File: config.mk
export PLATFORM = sky130hd
export DESIGN_NAME = decode_stage_flat
export DESIGN_NICKNAME = d
export VERILOG_FILES = /design/src/rtl/riscv_pkg.sv /design/src/rtl/decode_stage_if.sv /design/src/rtl/instr_decoder.sv /design/src/rtl/decode_stage.sv /design/src/flat_wrapper.sv
export SDC_FILE = /design/constraint.sdc
export NUM_CORES = 1
export LEC_CHECK = 0
export BUFFER_PORTS_ARGS = -buffer_cell sky130_fd_sc_hd__buf_4
export CAP_MARGIN = 20
export CORE_ASPECT_RATIO = 1.1
export CORE_MARGIN = 2
export CORE_UTILIZATION = 55
export CTS_CLUSTER_DIAMETER = 100
export DETAILED_ROUTE_END_ITERATION = 12
export PLACE_DENSITY = 0.82
export RECOVER_POWER = 100
export SYNTH_ARGS = -nofsm -noshare
export SYNTH_HDL_FRONTEND = slang
export SYNTH_SLANG_ARGS = --single-unit
export TNS_END_PERCENT = 30
File: constraint.sdc
create_clock -name clk -period 3.1 [get_ports clk]
set_clock_uncertainty 0.1 [all_clocks]
set_input_delay 0.62 -clock clk [delete_from_list [all_inputs] [get_ports clk]]
set_output_delay 0.62 -clock clk [all_outputs]
set_load 0.03 [all_outputs]
File: src/rtl/riscv_pkg.sv
// Shared RV32I decode types: opcodes, immediate/result selects,
// control bundle and the buffered decode entry.
package riscv_pkg;

  localparam logic [6:0] OP_LUI    = 7'b0110111;
  localparam logic [6:0] OP_AUIPC  = 7'b0010111;
  localparam logic [6:0] OP_JAL    = 7'b1101111;
  localparam logic [6:0] OP_JALR   = 7'b1100111;
  localparam logic [6:0] OP_BRANCH = 7'b1100011;
  localparam logic [6:0] OP_LOAD   = 7'b0000011;
  localparam logic [6:0] OP_STORE  = 7'b0100011;
  localparam logic [6:0] OP_IMM    = 7'b0010011;
  localparam logic [6:0] OP_REG    = 7'b0110011;

  typedef enum logic [1:0] {
    IMM_I = 2'd0,
    IMM_J = 2'd1,
    IMM_U = 2'd2,
    IMM_B = 2'd3
  } imm_src_e;

  typedef enum logic [1:0] {
    RES_ALU = 2'd0,
    RES_MEM = 2'd1,
    RES_PC4 = 2'd2
  } result_src_e;

  typedef struct packed {
    logic        reg_write;
    logic        alu_src;
    logic        mem_write;
    result_src_e result_src;
    logic        branch;
    logic        jump;
    logic        illegal;
  } id_ctrl_t;

  typedef struct packed {
    id_ctrl_t    ctrl;
    imm_src_e    imm_src;
    logic [31:7] imm;
    logic [4:0]  rs1;
    logic [4:0]  rs2;
    logic [4:0]  rd;
    logic [2:0]  funct3;
    logic        funct7b5;
  } id_entry_t;

endpackage

File: src/rtl/decode_stage_if.sv
// Fetch-side and execute-side handshake bundle of the decode stage.
// slave = the stage, master = its environment.
interface decode_stage_if #(
  parameter int XLEN = 32
);
  logic            if_valid;
  logic            if_ready;
  logic [31:0]     if_instr;
  logic [XLEN-1:0] if_pc;
  logic            flush;
  logic            id_valid;
  logic            id_ready;
  logic [XLEN-1:0] id_pc;
  logic [31:7]     id_imm;
  logic [1:0]      id_imm_src;
  logic [4:0]      id_rs1;
  logic [4:0]      id_rs2;
  logic [4:0]      id_rd;
  logic [2:0]      id_funct3;
  logic            id_funct7b5;
  logic            id_reg_write;
  logic            id_alu_src;
  logic            id_mem_write;
  logic [1:0]      id_result_src;
  logic            id_branch;
  logic            id_jump;
  logic            id_illegal;

  modport slave (
    input  if_valid, if_instr, if_pc, flush, id_ready,
    output if_ready, id_valid, id_pc, id_imm, id_imm_src,
    output id_rs1, id_rs2, id_rd, id_funct3, id_funct7b5,
    output id_reg_write, id_alu_src, id_mem_write,
    output id_result_src, id_branch, id_jump, id_illegal
  );

  modport master (
    output if_valid, if_instr, if_pc, flush, id_ready,
    input  if_ready, id_valid, id_pc, id_imm, id_imm_src,
    input  id_rs1, id_rs2, id_rd, id_funct3, id_funct7b5,
    input  id_reg_write, id_alu_src, id_mem_write,
    input  id_result_src, id_branch, id_jump, id_illegal
  );
endinterface

File: src/rtl/instr_decoder.sv
// Combinational RV32I opcode decoder; stores are repacked so the
// extender can treat them as I-type.
module instr_decoder
  import riscv_pkg::*;
(
  input  logic [31:0] instr,
  output id_ctrl_t    ctrl,
  output imm_src_e    imm_src,
  output logic [31:7] imm
);

  logic [6:0] op;
  assign op = instr[6:0];

  always_comb begin
    ctrl    = '0;
    imm_src = IMM_I;
    imm     = instr[31:7];
    unique case (1'b1)
      (op == OP_LUI) | (op == OP_AUIPC): begin
        imm_src        = IMM_U;
        ctrl.reg_write = 1'b1;
        ctrl.alu_src   = 1'b1;
      end
      op == OP_JAL: begin
        imm_src         = IMM_J;
        ctrl.reg_write  = 1'b1;
        ctrl.jump       = 1'b1;
        ctrl.result_src = RES_PC4;
      end
      op == OP_JALR: begin
        ctrl.reg_write  = 1'b1;
        ctrl.jump       = 1'b1;
        ctrl.alu_src    = 1'b1;
        ctrl.result_src = RES_PC4;
      end
      op == OP_BRANCH: begin
        imm_src     = IMM_B;
        ctrl.branch = 1'b1;
      end
      op == OP_LOAD: begin
        ctrl.reg_write  = 1'b1;
        ctrl.alu_src    = 1'b1;
        ctrl.result_src = RES_MEM;
      end
      op == OP_STORE: begin
        ctrl.mem_write = 1'b1;
        ctrl.alu_src   = 1'b1;
        imm = {instr[31:25], instr[11:7], instr[19:7]};
      end
      op == OP_IMM: begin
        ctrl.reg_write = 1'b1;
        ctrl.alu_src   = 1'b1;
      end
      op == OP_REG: begin
        ctrl.reg_write = 1'b1;
      end
      default: begin
        ctrl.illegal = 1'b1;
      end
    endcase
  end

endmodule

File: src/rtl/decode_stage.sv
// IF/ID stage: decode at the input, then a main + skid elastic
// buffer so if_ready can come straight from a flop.
module decode_stage
  import riscv_pkg::*;
#(
  parameter int XLEN         = 32,
  parameter bit ILLEGAL_DROP = 1'b0
) (
  input  logic           clk,
  input  logic           rst,
  decode_stage_if.slave  bus
);

  id_ctrl_t        dctrl;
  imm_src_e        dsrc;
  logic [31:7]     dimm;
  id_entry_t       in_e;
  id_entry_t       main_e;
  id_entry_t       skid_e;
  logic [XLEN-1:0] main_pc;
  logic [XLEN-1:0] skid_pc;
  logic            main_valid;
  logic            skid_valid;
  logic            accept;
  logic            enq;
  logic            advance;

  instr_decoder u_dec (
    .instr   (bus.if_instr),
    .ctrl    (dctrl),
    .imm_src (dsrc),
    .imm     (dimm)
  );

  always_comb begin
    in_e          = '0;
    in_e.ctrl     = dctrl;
    in_e.imm_src  = dsrc;
    in_e.imm      = dimm;
    in_e.rs1      = bus.if_instr[19:15];
    in_e.rs2      = bus.if_instr[24:20];
    in_e.rd       = bus.if_instr[11:7];
    in_e.funct3   = bus.if_instr[14:12];
    in_e.funct7b5 = bus.if_instr[30];
  end

  // A dropped illegal still completes the handshake.
  assign accept  = bus.if_valid & ~skid_valid & ~bus.flush;
  assign enq     = accept & ~(ILLEGAL_DROP & dctrl.illegal);
  assign advance = ~main_valid | bus.id_ready;

  always_ff @(posedge clk) begin
    if (rst) begin
      main_valid <= 1'b0;
      skid_valid <= 1'b0;
      main_e     <= '0;
      skid_e     <= '0;
      main_pc    <= '0;
      skid_pc    <= '0;
    end else if (bus.flush) begin
      main_valid <= 1'b0;
      skid_valid <= 1'b0;
    end else if (advance) begin
      if (skid_valid) begin
        main_e     <= skid_e;
        main_pc    <= skid_pc;
        main_valid <= 1'b1;
        skid_valid <= 1'b0;
      end else begin
        main_valid <= enq;
        if (enq) begin
          main_e  <= in_e;
          main_pc <= bus.if_pc;
        end
      end
    end else if (enq) begin
      skid_e     <= in_e;
      skid_pc    <= bus.if_pc;
      skid_valid <= 1'b1;
    end
  end

  assign bus.if_ready      = ~skid_valid;
  assign bus.id_valid      = main_valid;
  assign bus.id_pc         = main_pc;
  assign bus.id_imm        = main_e.imm;
  assign bus.id_imm_src    = main_e.imm_src;
  assign bus.id_rs1        = main_e.rs1;
  assign bus.id_rs2        = main_e.rs2;
  assign bus.id_rd         = main_e.rd;
  assign bus.id_funct3     = main_e.funct3;
  assign bus.id_funct7b5   = main_e.funct7b5;
  assign bus.id_alu_src    = main_e.ctrl.alu_src;
  assign bus.id_result_src = main_e.ctrl.result_src;
  assign bus.id_reg_write  = main_e.ctrl.reg_write & main_valid;
  assign bus.id_mem_write  = main_e.ctrl.mem_write & main_valid;
  assign bus.id_branch     = main_e.ctrl.branch & main_valid;
  assign bus.id_jump       = main_e.ctrl.jump & main_valid;
  assign bus.id_illegal    = main_e.ctrl.illegal & main_valid;

endmodule

File: src/flat_wrapper.sv
// flat-port wrapper written by rule: the top's interface ports become plain ports
module decode_stage_flat import riscv_pkg::*;
#(
  parameter int XLEN         = 32,
  parameter bit ILLEGAL_DROP = 1'b0
)
  (clk, rst, bus_if_valid, bus_if_instr, bus_if_pc, bus_flush, bus_id_ready, bus_if_ready, bus_id_valid, bus_id_pc, bus_id_imm, bus_id_imm_src, bus_id_rs1, bus_id_rs2, bus_id_rd, bus_id_funct3, bus_id_funct7b5, bus_id_reg_write, bus_id_alu_src, bus_id_mem_write, bus_id_result_src, bus_id_branch, bus_id_jump, bus_id_illegal);
  decode_stage_if #(.XLEN(XLEN)) bus_i ();
  input  logic clk;
  input  logic rst;
  input wire logic [$bits(bus_i.if_valid)-1:0] bus_if_valid;
  input wire logic [$bits(bus_i.if_instr)-1:0] bus_if_instr;
  input wire logic [$bits(bus_i.if_pc)-1:0] bus_if_pc;
  input wire logic [$bits(bus_i.flush)-1:0] bus_flush;
  input wire logic [$bits(bus_i.id_ready)-1:0] bus_id_ready;
  output wire logic [$bits(bus_i.if_ready)-1:0] bus_if_ready;
  output wire logic [$bits(bus_i.id_valid)-1:0] bus_id_valid;
  output wire logic [$bits(bus_i.id_pc)-1:0] bus_id_pc;
  output wire logic [$bits(bus_i.id_imm)-1:0] bus_id_imm;
  output wire logic [$bits(bus_i.id_imm_src)-1:0] bus_id_imm_src;
  output wire logic [$bits(bus_i.id_rs1)-1:0] bus_id_rs1;
  output wire logic [$bits(bus_i.id_rs2)-1:0] bus_id_rs2;
  output wire logic [$bits(bus_i.id_rd)-1:0] bus_id_rd;
  output wire logic [$bits(bus_i.id_funct3)-1:0] bus_id_funct3;
  output wire logic [$bits(bus_i.id_funct7b5)-1:0] bus_id_funct7b5;
  output wire logic [$bits(bus_i.id_reg_write)-1:0] bus_id_reg_write;
  output wire logic [$bits(bus_i.id_alu_src)-1:0] bus_id_alu_src;
  output wire logic [$bits(bus_i.id_mem_write)-1:0] bus_id_mem_write;
  output wire logic [$bits(bus_i.id_result_src)-1:0] bus_id_result_src;
  output wire logic [$bits(bus_i.id_branch)-1:0] bus_id_branch;
  output wire logic [$bits(bus_i.id_jump)-1:0] bus_id_jump;
  output wire logic [$bits(bus_i.id_illegal)-1:0] bus_id_illegal;
  assign bus_i.if_valid = bus_if_valid;
  assign bus_i.if_instr = bus_if_instr;
  assign bus_i.if_pc = bus_if_pc;
  assign bus_i.flush = bus_flush;
  assign bus_i.id_ready = bus_id_ready;
  assign bus_if_ready = bus_i.if_ready;
  assign bus_id_valid = bus_i.id_valid;
  assign bus_id_pc = bus_i.id_pc;
  assign bus_id_imm = bus_i.id_imm;
  assign bus_id_imm_src = bus_i.id_imm_src;
  assign bus_id_rs1 = bus_i.id_rs1;
  assign bus_id_rs2 = bus_i.id_rs2;
  assign bus_id_rd = bus_i.id_rd;
  assign bus_id_funct3 = bus_i.id_funct3;
  assign bus_id_funct7b5 = bus_i.id_funct7b5;
  assign bus_id_reg_write = bus_i.id_reg_write;
  assign bus_id_alu_src = bus_i.id_alu_src;
  assign bus_id_mem_write = bus_i.id_mem_write;
  assign bus_id_result_src = bus_i.id_result_src;
  assign bus_id_branch = bus_i.id_branch;
  assign bus_id_jump = bus_i.id_jump;
  assign bus_id_illegal = bus_i.id_illegal;
  decode_stage #(.XLEN(XLEN), .ILLEGAL_DROP(ILLEGAL_DROP)) u_core (.clk(clk), .rst(rst), .bus(bus_i));
endmodule
-- After elaboration in Yosys (flattened, before gate mapping)
Cells that the tools add are included.
- output and inout port bits: 88
- input port bits: 69
- flip-flop bits (word level): 174
- word-level logic and storage cells: 77
- equality and inequality tests: 9
- mux-type cells: 14
- reduce and logical (&&, ||, !) cells: 9
- bitwise gates (word level): 13
- operators with widths (cell ; number):
    54-bit 2-to-1 mux ; 2
    32-bit 2-to-1 mux ; 2
    7-bit by 6-bit == test with 1-bit output, second input constant ; 3
    7-bit == test, second input constant ; 3
    18-bit 2-to-1 mux ; 1
    7-bit by 5-bit == test with 1-bit output, second input constant ; 2
    8-bit OR reduction ; 1
    1-bit AND ; 7
    7-bit by 2-bit == test with 1-bit output, second input constant ; 1
    1-bit 2-to-1 mux ; 7
    2-bit one-hot mux with 3 select lines ; 1
    3-bit AND reduction ; 2
    6-bit OR reduction ; 1
    5-bit OR reduction ; 1
    1-bit inverter ; 4
    2-bit one-hot mux with 2 select lines ; 1
    2-bit OR reduction ; 2
    3-bit OR reduction ; 1
    1-bit OR ; 2
    2-bit nonzero test ; 1

-- Longest topological paths before layout
- depth in word-level cells: 6
- depth in mapped cells: 7
- depth with buffers taken out: 4

-- By module
A second synthesis with hierarchy kept.
- cells, all modules: 980
- area total of the unflattened synthesis: 9152.5 um^2
- modules (own cells, without submodules) (module ; sequential area each (um^2) ; area each (um^2) ; cells each ; instances):
    decode_stage ; 3483.3 ; 8732.1 ; 924 ; 1
    instr_decoder ; 0.0 ; 420.4 ; 56 ; 1

-- Worst setup path after synthesis
OpenSTA, ideal clock, no wires.
- path kind: input to register
- start: input bus_if_instr[4]
- end: register u_core.main_e (netlist bit u_core.bus.id_imm[20])
- library setup time: 134 ps
- data arrival time: 1879 ps
- path buffers: 2
- required time: 2866 ps
- slack: 987 ps
- stages on the path: 6
- path through: buf_6 > nand4bb_4 > or4b_4 > buf_6 > mux2i_1 > o221ai_1
- longest elaborated chain between the ends: 4
- RTL lines (element ; RTL line ; RTL):
    start: declaration ; flat_wrapper.sv:12 ; input wire logic [$bits(bus_i.if_instr)-1:0] bus_if_instr;
    7-bit by 6-bit == test with 1-bit output ; instr_decoder.sv:46 ; op == OP_STORE: begin
    18-bit 2-to-1 mux ; instr_decoder.sv:19 ; unique case (1'b1)
    54-bit 2-to-1 mux ; decode_stage.sv:71 ; if (enq) begin
    54-bit 2-to-1 mux ; decode_stage.sv:64 ; if (skid_valid) begin
    end signal: assignment ; decode_stage.sv:65 ; main_e <= skid_e;
    end signal: assignment ; decode_stage.sv:72 ; main_e <= in_e;
    end: declaration ; decode_stage.sv:18 ; id_entry_t main_e;
Every way passes these cells. The select of a mux whose other input is x is not followed.
A chain may end at the register's enable or synchronous reset.

-- Worst setup path after layout
- start: register u_core.skid_valid
- end: register u_core.main_e (netlist bit u_core.bus.id_imm[23])
- longest elaborated chain between the ends: 5
- elaborated cells on any way between the ends: 6
- classes of those cells: mux (1); bitwise (3); reduce/logical (2)
- RTL lines (element ; RTL line ; RTL):
    start: declaration ; decode_stage.sv:23 ; logic skid_valid;
    start signal: assignment ; decode_stage.sv:55 ; skid_valid <= 1'b0;
    start signal: assignment ; decode_stage.sv:62 ; skid_valid <= 1'b0;
    start signal: assignment ; decode_stage.sv:68 ; skid_valid <= 1'b0;
    1-bit inverter ; decode_stage.sv:48 ; assign accept = bus.if_valid & ~skid_valid & ~bus.flush;
    1-bit AND (2 in a row) ; decode_stage.sv:48 ;
    2-bit nonzero test (no source line) ; - ;
    3-bit AND reduction (no source line) ; - ;
Parallel ways exist; a longest one is shown, timed or not.

==> results.py <==
metrics = {
    "synthesis": {
        "yosysTopAreaCell": "dfxtp_1",
        "yosys_most_used_dff": "dfxtp_1",
        "avgSynthCellArea_um2": 8.64,
        "yosys.area.top_type_share_pct": 46.2,
        "ys_seq_elements": 144,
        "synth.area.mux_share_pct": 10.1,
        "syn_inst": 722,
        "synth_edf_count": 0,
        "synth_top_family_by_area": "simple AND/OR/NAND/NOR gates",
        "synthSimpleGateAreaFrac_pct": 17.5,
        "synthXorXnorAreaFrac_pct": 0.140,
        "async_flop_share_pct": 0,
        "synth.top_cells.by_count": "dfxtp_1, nand2_1, nor2_1",
        "synth_cell_type_count": 40,
        "synth_warnings": 0,
        "synth_area_leaders": "dfxtp_1, mux2i_1, a211oi_1",
        "synth_nets": 791,
        "synthAdderAreaFrac_pct": 0,
        "synth_compound_area_share_pct": 16.1,
        "synth-seq-area-share_pct": 46.2,
        "syn_area_mm2": 0.00624,
        "yosysMostFrequentCell": "dfxtp_1",
    },
    "timing": {
        "setup_viol_count_final": 0,
        "period_share_pct": 85.7,
        "worst_slew_pin_slew_ns": 1.17,
        "finalSetupTns_ns": 0,
        "max_freq_mhz": 376,
        "slew_headroom_pct": 21.8,
        "final_hold_viol_count": 0,
        "fin_crit_ns": 2.66,
        "rsz0062_at_grt": "no",
        "finalMaxSlewViolations": 0,
    },
    "route": {
        "wire_per_inst_um": 15.2,
        "vias": 5257,
        "viasPerCell": 5.47,
        "drtIter0Drc": 400,
        "wl_um": 14600,
        "drt-pass1-iter-count": 5,
        "ant_nets": 0,
        "drcViolationCount": 0,
    },
    "placement": {
        "routabilityCongestion": 0.798,
        "numPortBuffers": 156,
        "place_inst": 931,
        "hpwl_um": 9770,
    },
    "critical_path": {
        "path_max_fanout": 41,
        "cp-endpoint": "u_core.bus.id_imm[23]$_SDFFE_PP0P_",
        "startpoint": "u_core.skid_valid$_SDFFE_PP0P_",
        "r2r_end": "u_core.bus.id_imm[23]$_SDFFE_PP0P_",
        "criticalPathCategory": "reg -> reg",
        "r2r_cells": 5,
        "crit_path_start_kind": "flop",
        "r2r-start": "u_core.skid_valid$_SDFFE_PP0P_",
        "r2r_slack_ns": 0.44,
        "critPathRequiredTime_ns": 3.30,
        "crit_arrival_ns": 2.86,
        "endpoint_kind": "flop",
    },
    "layout": {
        "area_growth_pct": 17.1,
        "instances_no_fill": 961,
        "drive_above_1_share_pct": 14.1,
        "diodes": 0,
        "fill_cells": 978,
        "layout.nets": 872,
    },
    "clock_network": {
        "cts_buffers": 17,
        "clock-sinks": 144,
        "cts_tree": "done",
        "cts_setup_buffers": 0,
        "cts_buffer_depth": 2,
        "cts_resized": 0,
        "path_clk_slew_ns": 0.06,
        "cts_hold_buf": 0,
        "cts_max_level": 4,
        "insertion_delay_ns": 0.40,
        "cts-root-buf": "clkbuf_16",
    },
    "status": {
        "outcome": "complete, no violations",
    },
    "global_route": {
        "antenna_found_initial": 0,
        "track_usage_pct": 23.8,
        "grt_max_degree": 64,
        "grt_pass1_wl_um": 23400,
        "overflow": 0,
        "grt_pass1_vias": 4988,
    },
    "pwr": {
        "ir_drop_uv": 349,
        "power.leakage_nw": 2.53,
        "power.density_mw_per_mm2": 591,
    },
    "floorplanning": {
        "fp-row-count": 40,
        "io_pins": 157,
        "die_y_um": 116,
        "die_width_um": 106,
        "initial_core_util_pct": 56.6,
        "core_mm2": 0.0110,
        "dieArea_mm2": 0.0122,
    },
    "run": {
        "maxCapViolCount": 0,
    },
    "worst_hold_path": {
        "worst_hold_path_type": "in -> reg",
    },
}
metal layers:
| layer | vias up | global-route usage, % | wire (um) | part of all wire [%] |
|---|---|---|---|---|
| met5 | - | 0 | 0 | 0 |
| li1 | 2622 | - | - | - |
| met4 | 0 | 8.33 | 208 | 1.4 |
| met3 | 22 | 7.09 | 1000 | 6.8 |
| met1 | 2438 | 27.9 | 6090 | 42 |
| met2 | 175 | 41.8 | 7310 | 50 |
flip-flops by register name (all words and copies together), names as in the netlist:
signal / flops
u_core.skid_pc: 32
u_core.bus.id_alu_src: 1
u_core.bus.id_funct3: 2
u_core.skid_e: 39
u_core.bus.id_valid: 1
u_core.bus.id_imm: 15
u_core.skid_valid: 1
u_core.bus.id_rs1: 4
u_core.bus.id_rs2: 5
u_core.bus.id_result_src: 1
u_core.main_e: 5
u_core.bus.id_rd: 4
u_core.bus.id_pc: 32
u_core.bus.id_imm_src: 2
final cells by class:
cell class | count | area (um2) | area share [%]
Sequential cell | 144 | 2890 | 39.5
Multi-Input combinational cell | 468 | 2740 | 37.5
Timing Repair Buffer | 169 | 947 | 13.0
Clock buffer | 23 | 468 | 6.41
Tap cell | 147 | 184 | 2.52
Clock inverter | 7 | 62.6 | 0.857
Inverter | 3 | 11.3 | 0.154
worst max-delay path, stage by stage (launching register included):
cell and delay [ns]:
dfxtp_4 0.53, nor2_1 0.16, nor3_4 0.41, clkbuf_2 0.70, nand2_1 0.35, o221ai_1 0.29
cells in the final DEF, fill, tap and decap left out, types with 2 or more instances in the layout:
master and n:
nand4b_1 6, nand3_1 2, nor4_1 4, o221ai_1 6, a211oi_1 69, dfxtp_1 143
nor3_1 3, nand3b_1 3, clkbuf_16 17, clkbuf_8 2, nand2b_1 8, inv_1 3
a21oi_1 69, clkbuf_1 89, nand2_1 130, mux2i_1 63, and2_0 5, or4_1 2
clkbuf_2 6, buf_4 77, clkinv_2 5, nor2_1 77, o211ai_1 2
power breakdown:
part / total [mW] / switching, mW / internal (mW)
Sequential: 1.96 / 0.0421 / 1.92
Clock: 1.85 / 0.718 / 1.13
Combinational: 0.506 / 0.341 / 0.165
Total: 4.32 / 1.10 / 3.22
how the worst min path moves through the flow:
| stage | start | to | slack (ns) | depth (start not counted) |
|---|---|---|---|---|
| 3_3_place_gp | u_core.skid_e[45]$_SDFFE_PP0P_ | u_core.skid_e[45]$_SDFFE_PP0P_ | 0.34 | 2 |
| 5_1_grt | bus_flush | u_core.skid_valid$_SDFFE_PP0P_ | 0.31 | 2 |
| 6_report | bus_flush | u_core.skid_valid$_SDFFE_PP0P_ | 0.31 | 2 |
| 2_1_floorplan | u_core.skid_e[49]$_SDFFE_PP0P_ | u_core.skid_e[49]$_SDFFE_PP0P_ | 0.33 | 2 |
| 3_5_place_dp | u_core.skid_e[45]$_SDFFE_PP0P_ | u_core.skid_e[45]$_SDFFE_PP0P_ | 0.35 | 2 |
| 4_1_cts | bus_flush | u_core.skid_valid$_SDFFE_PP0P_ | 0.30 | 2 |
through the flow:
stage	utilization [%]	setup slack, ns	area, um2	power, mW	hold WS, ns
6_report	66.3	0.444	7300	4.32	0.315
5_1_grt	66.3	0.250	7300	4.47	0.313
4_1_cts	69.6	0.555	7670	4.41	0.296
3_5_place_dp	64.8	0.791	7140	2.57	0.347
3_3_place_gp	64.8	0.879	7140	2.56	0.340
2_1_floorplan	-	0.987	6240	2.38	0.331
kinds of logic (layout without fill, tap and decap cells):
group	after synthesis	after routing
and+or+nand+nor	249	249
AOI/OAI and AO/OA	155	155
muxes	63	63
xor gates and xnor gates	1	1
DFF	144	144
buffers and inverters	110	202
No activity file was read; power rests on OpenSTA's default activity.
